$ cat src/rtl/mem_access.sv
// Memory-access stage: drives a request/ready data-memory bus and extends loads for write-back.
// Define MEM_MISALIGN_TRAP_EN to trap misaligned half/word accesses instead of forcing alignment.
module mem_access #(
   parameter int unsigned TIMEOUT = 255
) (
   input  logic        clk,
   input  logic        rst,
   input  logic [31:0] alu_result,
   input  logic [31:0] rs2_data,
   input  logic        mem_read,
   input  logic        mem_write,
   input  logic [2:0]  mem_type,
   output logic [31:0] load_data,
   output logic        stall,
   output logic        bus_error,
`ifdef MEM_MISALIGN_TRAP_EN
   output logic        misaligned,
`endif
   output logic        dmem_req,
   output logic        dmem_we,
   output logic [31:0] dmem_addr,
   output logic [31:0] dmem_wdata,
   output logic [3:0]  dmem_wstrb,
   input  logic        dmem_ready,
   input  logic [31:0] dmem_rdata
);

   typedef enum logic [1:0] {StIdle, StBusy, StDone} state_e;

   localparam logic [7:0] CntLast = 8'(TIMEOUT - 1);

   state_e      state_q, state_d;
   logic [7:0]  cnt_q;
   logic [1:0]  off_q;
   logic [2:0]  type_q;

   logic        access;
   logic        fault;
   logic        start;
   logic        ready_hit;
   logic        tmo_hit;
   logic [3:0]  strb_n;
   logic [31:0] wdata_n;
   logic [7:0]  byte_sel;
   logic [15:0] half_sel;
   logic [31:0] ext;

   assign access = mem_read | mem_write;

`ifdef MEM_MISALIGN_TRAP_EN
   always_comb begin
      fault = 1'b0;
      case (mem_type[1:0])
         2'b00:   fault = 1'b0;
         2'b01:   fault = alu_result[0];
         default: fault = |alu_result[1:0];
      endcase
   end
`else
   assign fault = 1'b0;
`endif

   assign start     = (state_q == StIdle) & access & ~fault;
   assign ready_hit = (state_q == StBusy) & dmem_ready;
   // Ready on the final wait cycle wins over the timeout.
   assign tmo_hit   = (state_q == StBusy) & ~dmem_ready & (cnt_q == CntLast);

   // State register
   always_ff @(posedge clk) begin
      if (rst) begin
         state_q <= StIdle;
      end else begin
         state_q <= state_d;
      end
   end

   // Next-state logic
   always_comb begin
      state_d = state_q;
      case (state_q)
         StIdle:  if (start) state_d = StBusy;
         StBusy:  if (ready_hit || tmo_hit) state_d = StDone;
         StDone:  state_d = StIdle;
         default: state_d = StIdle;
      endcase
   end

   // Combinational outputs
   always_comb begin
      stall = 1'b0;
      case (state_q)
         StIdle:  stall = start;
         StBusy:  stall = 1'b1;
         default: stall = 1'b0;
      endcase
   end

`ifdef MEM_MISALIGN_TRAP_EN
   assign misaligned = (state_q == StIdle) & access & fault;
`endif

   // Store lane steering
   always_comb begin
      strb_n  = 4'b1111;
      wdata_n = rs2_data;
      case (mem_type[1:0])
         2'b00: begin
            strb_n  = 4'b0001 << alu_result[1:0];
            wdata_n = {4{rs2_data[7:0]}};
         end
         2'b01: begin
            strb_n  = alu_result[1] ? 4'b1100 : 4'b0011;
            wdata_n = {2{rs2_data[15:0]}};
         end
         default: ;
      endcase
   end

   // Load lane selection and extension, using the offset/type captured at request time
   always_comb begin
      case (off_q)
         2'd0:    byte_sel = dmem_rdata[7:0];
         2'd1:    byte_sel = dmem_rdata[15:8];
         2'd2:    byte_sel = dmem_rdata[23:16];
         default: byte_sel = dmem_rdata[31:24];
      endcase
      half_sel = off_q[1] ? dmem_rdata[31:16] : dmem_rdata[15:0];
      case (type_q[1:0])
         2'b00:   ext = {{24{~type_q[2] & byte_sel[7]}}, byte_sel};
         2'b01:   ext = {{16{~type_q[2] & half_sel[15]}}, half_sel};
         default: ext = dmem_rdata;
      endcase
   end

   // Bus and write-back registers
   always_ff @(posedge clk) begin
      if (rst) begin
         dmem_req   <= 1'b0;
         dmem_we    <= 1'b0;
         dmem_addr  <= 32'h0;
         dmem_wdata <= 32'h0;
         dmem_wstrb <= 4'h0;
         load_data  <= 32'h0;
         bus_error  <= 1'b0;
         cnt_q      <= 8'h0;
         off_q      <= 2'b00;
         type_q     <= 3'b000;
      end else begin
         bus_error <= 1'b0;
         if (start) begin
            dmem_req   <= 1'b1;
            dmem_we    <= mem_write;
            dmem_addr  <= {alu_result[31:2], 2'b00};
            dmem_wdata <= wdata_n;
            dmem_wstrb <= strb_n;
            off_q      <= alu_result[1:0];
            type_q     <= mem_type;
            cnt_q      <= 8'h0;
         end else if (ready_hit) begin
            dmem_req <= 1'b0;
            dmem_we  <= 1'b0;
            if (!dmem_we) load_data <= ext;
         end else if (tmo_hit) begin
            dmem_req  <= 1'b0;
            dmem_we   <= 1'b0;
            load_data <= 32'h0;
            bus_error <= 1'b1;
         end else if (state_q == StBusy) begin
            cnt_q <= cnt_q + 8'd1;
         end
      end
   end

endmodule

$ cat config.mk
export PLATFORM = sky130hd
export DESIGN_NAME = mem_access
export DESIGN_NICKNAME = d
export VERILOG_FILES = /design/src/rtl/mem_access.sv
export SDC_FILE = /design/constraint.sdc
export NUM_CORES = 1
export LEC_CHECK = 0
export CAP_MARGIN = 20
export CORE_MARGIN = 4
export CORE_UTILIZATION = 40
export DETAILED_ROUTE_END_ITERATION = 8
export DONT_BUFFER_PORTS = 1
export GPL_TIMING_DRIVEN = 0
export PLACE_DENSITY = 0.56
export SLEW_MARGIN = 20
export SYNTH_ARGS = -nofsm -noshare
export SYNTH_HDL_FRONTEND = slang
export SYNTH_SLANG_ARGS = --single-unit
$ cat constraint.sdc
create_clock -name clk -period 1.9 [get_ports clk]
set_input_delay 0.57 -clock clk [delete_from_list [all_inputs] [get_ports clk]]
set_output_delay 0.57 -clock clk [all_outputs]
set_load 0.01 [all_outputs]
After elaboration in Yosys (flattened, before gate mapping)
Cells that the tools add are included.
{"block": "word_totals", "reg_bits": 116, "out_inout_bits": 104, "wordCells": 64}
{"block": "op_classes", "shift": 1, "eq_ne": 9, "n_bitwise": 12, "addsub": 1, "reduce_logical": 12, "mux": 18}
{"cell": "case mux 32 bit (2 select lines)", "count": 2}
{"cell": "two-way mux 32 bit", "count": 3}
{"cell": "case mux 8 bit (3 select lines)", "count": 1}
{"cell": "two-way mux 16 bit", "count": 1}
{"cell": "adder 8 x 1 -> 8 bit (second input constant)", "count": 1}
{"cell": "== test 2 x 1 -> 1 bit (second input constant)", "count": 4}
{"cell": "== test 8 bit (second input constant)", "count": 1}
{"cell": "zero test 2 bit", "count": 4}
{"cell": "case mux 4 bit (2 select lines)", "count": 1}
{"cell": "bitwise AND 1 bit", "count": 6}
{"cell": "inequality test 2 bit (second input constant)", "count": 3}
{"cell": "AND reduction 3 bit", "count": 2}
{"cell": "two-way mux 1 bit", "count": 5}
{"cell": "NOT 1 bit", "count": 5}
{"cell": "two-way mux 2 bit", "count": 2}
{"cell": "two-way mux 4 bit", "count": 1}
{"cell": "case mux 2 bit (2 select lines)", "count": 1}
{"cell": "<< shifter 1 x 2 -> 4 bit (first input constant)", "count": 1}
{"cell": "nonzero test 3 bit", "count": 1}
{"cell": "OR reduction 3 bit", "count": 1}
{"cell": "== test 2 bit (second input constant)", "count": 1}
{"cell": "case mux 1 bit (2 select lines)", "count": 1}
{"cell": "AND reduction 2 bit", "count": 1}
{"cell": "nonzero test 2 bit", "count": 1}
{"cell": "3 further kinds", "count": 3}

Longest topological paths before layout
Gate-level depths: netlist (run 1).
{"block": "depth", "word_depth": 6, "ltp_mapped": 7, "mapped_depth_nobuf": 6}

Worst setup path after synthesis (run 1)
No wires, ideal clock.
{"block": "synth_timing", "kind": "in2reg", "start": "input port dmem_rdata[15]", "end": "register load_data[16]", "required_ns": 1.783, "slack_ns": 0.235, "setup_time_ns": 0.117, "t_arrival_ns": 1.548, "path_stages": 5, "path_cell_list": "mux2_2 > a22oi_4 > a211oi_4 > buf_6 > a22o_1"}
{"block": "synth_between", "elab_chain_len": 5, "word_cells_on_any_way": 7, "classes_between": "mux: 5; bitwise: 2"}
{"element": "from (decl)", "line": "25", "source": "input logic [31:0] dmem_rdata"}
{"element": "case mux 8 bit (3 select lines) / two-way mux 16 bit (equally long branches)", "line": "121, 127"}
{"element": "bitwise AND 1 bit (on tied branches)", "line": "129, 130"}
{"element": "case mux 32 bit (2 select lines) *", "line": "128", "source": "case (type_q[1:0])"}
{"element": "two-way mux 32 bit *", "line": "162", "source": "if (!dmem_we) load_data <= ext;"}
{"element": "two-way mux 32 bit *", "line": "159", "source": "end else if (ready_hit) begin"}
{"element": "to (signal assigned)", "line": "162"}
{"element": "to (decl)", "line": "13", "source": "output logic [31:0] load_data,"}
Every way passes the cells marked *; elsewhere a longest branch is shown, timed or not. The select of a mux whose other input is x is not followed.
A chain may end at the register's enable or synchronous reset.

Final worst setup path (run 1)
{"block": "layout_timing", "start": "register off_q[0]", "end": "register load_data[14]"}
{"block": "layout_between", "elab_chain_len": 6, "word_cells_on_any_way": 8, "classes_between": "eq/ne: 2; mux: 4; bitwise: 1; reduce/logical: 1"}
{"element": "from (decl)", "line": "34", "source": "logic [1:0] off_q;"}
{"element": "from (signal assigned)", "line": "156", "source": "off_q <= alu_result[1:0];"}
{"element": "== test 2 bit (tied with other cells)", "line": "121", "source": "case (off_q)"}
{"element": "case mux 8 bit (3 select lines) *", "line": "121"}
{"element": "bitwise AND 1 bit *", "line": "129", "source": "2'b00: ext = {{24{~type_q[2] & byte_sel[7]}}, byte_sel};"}
{"element": "case mux 32 bit (2 select lines) *", "line": "128"}
{"element": "two-way mux 32 bit *", "line": "162"}
{"element": "two-way mux 32 bit *", "line": "159"}
Marked as above.

==> results.sh, run 1 <==
export IMPL_status="complete, no violations"
export IMPL_period_minus_slack_ns=1.76
export IMPL_layout_commonest_cell="nand2_1"
export IMPL_synthArstFlopShare=0
export IMPL_min_delay_path_class="input pin to flip-flop"
export IMPL_grtUsageTotal=0.210
export IMPL_ys_seq_area_frac=0.453
export IMPL_cts_root_buf="clkbuf_16"
export IMPL_synth_edf_count=0
export IMPL_syn_area_um2=5120
export IMPL_fp_dieW_um=121
export IMPL_cts_made_buffers=17
export IMPL_critical_path_class="flip-flop to flip-flop"
export IMPL_final_max_slew_viol_count=0
export IMPL_postRouteAntennaNets=0
export IMPL_ys_seq_elements=116
export IMPL_area_delta_synth_final_pct=16.8
export IMPL_numClockSinks=116
export IMPL_cts_tree="yes"
export IMPL_setup_slack_ns=0.136
export IMPL_hold_buffers=0
export IMPL_grt_max_degree=17
export IMPL_diodes=0
export IMPL_drt_initial_drc_count=273
export IMPL_drc=0
export IMPL_coreArea_um2=12600
export IMPL_cp_arrival_ns=2.07
export IMPL_yosysTopAreaCellShare=0.453
export IMPL_vias=4417
export IMPL_drt_first_pass_iters=4
export IMPL_port_buffers=0
export IMPL_crit_fanout=9
export IMPL_fmax_ghz=0.567
export IMPL_drv_cap=0
export IMPL_die_h_um=121
export IMPL_dpl_cell_area_um2=5340
export IMPL_layout_nets=725
export IMPL_grt_pass1_wl_mm=23.9
export IMPL_grtUsageMet3=0.0965
export IMPL_overflow=0
export IMPL_min_period_over_period=0.928
export IMPL_cts_clk_slew_worst_paths_ns=0.05
export IMPL_antenna_found_initial=0
export IMPL_synthCells=598
export IMPL_finalHoldViolCount=0
export IMPL_clk_insertion_delay_late_ns=0.42
export IMPL_finalPower_mw=6.86
export IMPL_synth_distinct_cells=53
export IMPL_mostFrequentLayoutCells="nand2_1, dfxtp_1, a21oi_1, nor2_1, o21ai_0"
export IMPL_setup_viol_count_final=0
export IMPL_slew_headroom=0.551
export IMPL_rows=41
export IMPL_drt_wl_total_mm=15.5
export IMPL_yosysTopAreaCell="dfxtp_1"
export IMPL_fin_hold_ws_ns=0.279
export IMPL_rsz0062_at_grt="no"
export IMPL_cp_end_kind="flip-flop"
export IMPL_power_leakage_nw=2.37
export IMPL_place_ws_ns=-0.00485
export IMPL_synth_top_flop_cell="dfxtp_1"
export IMPL_ir_drop_uv=552
export IMPL_cp_start_kind="flip-flop"
export IMPL_synth_top_cells_by_area="dfxtp_1, nand2_1, a21oi_1"
export IMPL_grt_busiest_layer="met2"
export IMPL_wl_per_cell_um=19.3
export IMPL_met1_usage=0.258
export IMPL_die_area_um2=14700
export IMPL_p_per_area_nw_per_um2=1150
export IMPL_met2_usage=0.317
export IMPL_skew_ns=0.0103
export IMPL_viasPerCell=5.50
export IMPL_initial_core_util=0.408
export IMPL_syn_avg_cell_area_um2=8.57
export IMPL_worst_ep_required_time_ns=2.21
export IMPL_htree_levels=4
export IMPL_dp_hpwl_mm=11.9
export IMPL_drive_gt1_frac=0.103
export IMPL_cts_max_path_buffers=2
export IMPL_yosysWarnings=0
export IMPL_grt_pass1_vias=4395
export IMPL_globalplace_congestion=0.878
export IMPL_fin_area_um2=5980
export IMPL_tightest_slew_ns=0.673
export IMPL_io_pins=208
[power breakdown]
part           internal (mW)  switching, mW  total, mW
logic                  0.323          0.502      0.826
registers               2.62          0.222       2.84
clock network           2.08           1.11       3.19
total                   5.02           1.84       6.86
[critical path, stage by stage, from the launching register on]
cell and delay, ns:
dfxtp_1 0.45, mux2_2 0.39, a22oi_4 0.26, buf_12 0.15, o221ai_1 0.11, a32o_1 0.28
[routing by layer]
layer | vias to the layer above | wire, µm
met4 | 0 | 408
li1 | 2143 | -
met1 | 2085 | 6430
met2 | 156 | 7070
met3 | 33 | 1620
met5 | - | 0
[area by class of cell]
cell class              count  area [µm²]
fillers                  1230        6590
multi-input cells         430        2570
flip-flops and latches    116        2320
clock buffers              22         494
plain buffers              48         240
well taps                 172         215
clock inverters             9         101
repair buffers              1        20.0
inverters                   5        18.8
[stage by stage]
stage	instances	setup TNS, ns	utilization
after floorplan	599	0	-
after global placement	771	0	0.425
after detailed placement	771	-0.00485	0.425
after CTS	802	0	0.473
after global routing	803	0	0.476
final	803	0	0.476
[flip-flops by register name, indices dropped and copies added, names as in the netlist]
name        cells
dmem_addr      30
off_q           2
type_q          3
state_q         2
dmem_req        1
dmem_we         1
cnt_q           8
bus_error       1
load_data      32
dmem_wstrb      4
dmem_wdata     32
[cell families after synthesis]
logic type	synth area share
AND/OR/NAND/NOR	0.178
AO/OA/AOI/OAI	0.235
flip-flops	0.453
buffers and inverters	0.0505
multiplexers	0.0708
XOR/XNOR	0.00684
adder cells (fa/ha/maj)	0.00488
other	0.000732
[path summary, 6_finish.rpt]
check	start	end	slack [ns]	depth (start not counted)
setup / recovery	off_q[0]$_SDFFE_PP0P_	load_data[14]$_SDFFE_PP0P_	0.14	5
hold / removal	alu_result[30]	dmem_addr[30]$_SDFFE_PP0P_	0.28	2
setup reg to reg	off_q[0]$_SDFFE_PP0P_	load_data[14]$_SDFFE_PP0P_	0.14	5
hold reg to reg	dmem_addr[22]$_SDFFE_PP0P_	dmem_addr[22]$_SDFFE_PP0P_	0.50	2
[repair_timing]
item | CTS | global route
buffers inserted | 0 | 1
gates resized for setup | 1 | 3
hold endpoints to repair | 0 | 0
pin swaps | 0 | 1
endpoints found under the setup margin | 14 | 29
[Yosys cell counts, drive strengths merged (3+ instances only)]
| cell type | instances |
|---|---|
| a22o | 23 |
| a311oi | 8 |
| nand2 | 132 |
| a21oi | 64 |
| a211oi | 13 |
| nand4 | 6 |
| inv | 5 |
| nor3b | 3 |
| a32o | 7 |
| xor2 | 3 |
| a21o | 16 |
| clkbuf | 24 |
| mux2i | 25 |
| nand2b | 13 |
| buf | 24 |
| o21ai | 32 |
| nor3 | 5 |
| dfxtp | 116 |
| nor2 | 36 |
| mux2 | 10 |
Note: power is estimated with default switching activity, not from simulation.
==> run 2: changes to the inputs <==
- GPL_TIMING_DRIVEN: 0 -> 1
- PLACE_DENSITY: 0.56 -> 0.58
- clock period: 1.9 -> 1.5 ns (I/O delays scaled with it)
==> results.sh, run 2 (synthesis gave the netlist of run 1 again) <==
export IMPL_crit_fanout=6
export IMPL_drv_cap=0
export IMPL_grt_pass1_vias=4341
export IMPL_drt_initial_drc_count=268
export IMPL_p_int_mw=6.89
export IMPL_min_delay_path_class="input pin to flip-flop"
export IMPL_cp_arrival_ns=1.89
export IMPL_rsz0062_at_grt="yes"
export IMPL_rows=41
export IMPL_p_per_area_nw_per_um2=1410
export IMPL_slew_headroom=0.509
export IMPL_port_buffers=0
export IMPL_switchingPower_mw=2.27
export IMPL_cts_root_buf="clkbuf_16"
export IMPL_slowest_stage="a211oi_4"
export IMPL_tightest_slew_ns=0.735
export IMPL_die_area_um2=14700
export IMPL_io_pins=208
export IMPL_grt_pass1_wl_mm=22.6
export IMPL_place_ws_ns=-0.259
export IMPL_drc=0
export IMPL_clk_insertion_delay_late_ns=0.41
export IMPL_cts_clk_slew_worst_paths_ns=0.05
export IMPL_drive_gt1_frac=0.214
export IMPL_finalSetupTns_ns=-0.231
export IMPL_skew_ns=0.00788
export IMPL_fp_dieW_um=121
export IMPL_cts_max_path_buffers=2
export IMPL_critPathBufInv=2
export IMPL_finalHoldViolCount=0
export IMPL_cts_tree="yes"
export IMPL_critical_path_class="flip-flop to flip-flop"
export IMPL_cts_made_buffers=17
export IMPL_drt_wl_total_mm=14.6
export IMPL_power_leakage_nw=2.61
export IMPL_fmax_ghz=0.648
export IMPL_final_max_slew_viol_count=0
export IMPL_drt_first_pass_iters=4
export IMPL_fill_cells=1173
export IMPL_min_period_over_period=1.03
export IMPL_numClockSinks=116
export IMPL_power_frac_comb=0.130
export IMPL_globalplace_congestion=0.871
export IMPL_finalPower_mw=9.15
export IMPL_coreArea_um2=12600
export IMPL_dp_cells=763
export IMPL_postRouteAntennaNets=0
export IMPL_cp_start_kind="flip-flop"
export IMPL_failed_checks="setup timing"
export IMPL_period_minus_slack_ns=1.54
export IMPL_power_frac_clock=0.477
export IMPL_dp_hpwl_mm=10.5
export IMPL_layout_commonest_cell="nand2_1"
export IMPL_cp_slowest_stage_delay_ns=0.38
export IMPL_layout_nets=730
export IMPL_ir_drop_uv=753
export IMPL_crit_family="compound AO/OA/AOI/OAI gates"
export IMPL_htree_levels=4
export IMPL_p_seq_frac=0.393
export IMPL_viasPerCell=5.45
export IMPL_overflow=0
export IMPL_worst_ep_required_time_ns=1.85
export IMPL_reg_top3="dmem_wdata x32, load_data x32, dmem_addr x30"
export IMPL_mostFrequentLayoutCells="nand2_1, dfxtp_1, a21oi_1, buf_4, nor2_1"
export IMPL_setup_slack_ns=-0.0438
export IMPL_area_delta_synth_final_pct=26.7
export IMPL_fin_hold_ws_ns=0.132
export IMPL_setup_viol_count_final=8
export IMPL_cp_end_kind="flip-flop"
export IMPL_wl_per_cell_um=18.0
export IMPL_instances_no_fill=809
export IMPL_p_sw_frac=0.248
export IMPL_antenna_found_initial=0
export IMPL_die_h_um=121
export IMPL_vias=4411
export IMPL_grtUsageTotal=0.194
export IMPL_initial_core_util=0.408
export IMPL_diodes=0
export IMPL_grt_max_degree=76
export IMPL_status="finished, violations left"
export IMPL_crit_chain="and2b_1 > nand2_2 > buf_4 > a211oi_4 > clkbuf_16 > a22o_1"
==> run 2: changes by cell type in the layout (fill, tap and decap cells not counted), moves of 5 or more <==
cell / previous run / this run
buf_2: 9 / 0
a21oi_1: 63 / 58
o21ai_0: 31 / 25
dfxtp_1: 116 / 105
buf_1: 7 / 0
dfxtp_2: 0 / 8
buf_4: 3 / 37
a21oi_2: 1 / 6
buf_12: 1 / 7
clkbuf_1: 24 / 2
==> run 2: power groups by stage <==
| stage | combinational [mW] | clock, mW | sequential [mW] |
|---|---|---|---|
| after detailed placement | 1.06 | 0 | 3.66 |
| after floorplan | 0.810 | 0 | 3.59 |
| after CTS | 1.12 | 4.44 | 3.60 |
| after global placement | 1.03 | 0 | 3.66 |
| final | 1.19 | 4.36 | 3.60 |
| after global routing | 1.32 | 4.59 | 3.63 |
==> run 2: metal layers <==
| layer | GRT usage | vias to the layer above | share of wire |
|---|---|---|---|
| li1 | - | 2159 | - |
| met1 | 0.222 | 2065 | 0.39 |
| met2 | 0.308 | 170 | 0.48 |
| met3 | 0.0946 | 17 | 0.11 |
| met4 | 0.0812 | 0 | 0.015 |
| met5 | 0 | - | 0 |
==> run 2: repair_timing <==
item                                    4_1_cts  5_1_grt
pin swaps                                     6       20
endpoints found under the setup margin       38       76
resized for setup                            23       34
buffers inserted                              4        8
hold buffers                                  0        0
cloned                                        1        1
==> run 2: final cells by class <==
class	count	area [µm²]	area share
timing repair buffer	54	552	0.0850
clock buffer	24	502	0.0773
sequential	116	2340	0.361
multi-input combinational	430	2710	0.418
clock inverter	8	145	0.0224
inverter	5	18.8	0.00289
tap	172	215	0.0332
==> run 2: stage by stage <==
stage                     utilization  instance area (µm²)
after global placement          0.440                 5530
final                           0.516                 6490
after detailed placement        0.440                 5530
after CTS                       0.501                 6300
after floorplan                     -                 5170
after global routing            0.516                 6490
==> run 2: worst paths after layout <==
path	endpoint	cells after the start	slack, ns	startpoint
max reg2reg	load_data[22]$_SDFFE_PP0P_	6	-0.04	state_q[1]$_SDFFE_PP0P_
max	load_data[22]$_SDFFE_PP0P_	6	-0.04	state_q[1]$_SDFFE_PP0P_
min reg2reg	dmem_addr[9]$_SDFFE_PP0P_	2	0.50	dmem_addr[9]$_SDFFE_PP0P_
min	dmem_we$_SDFFE_PP0P_	1	0.13	rst
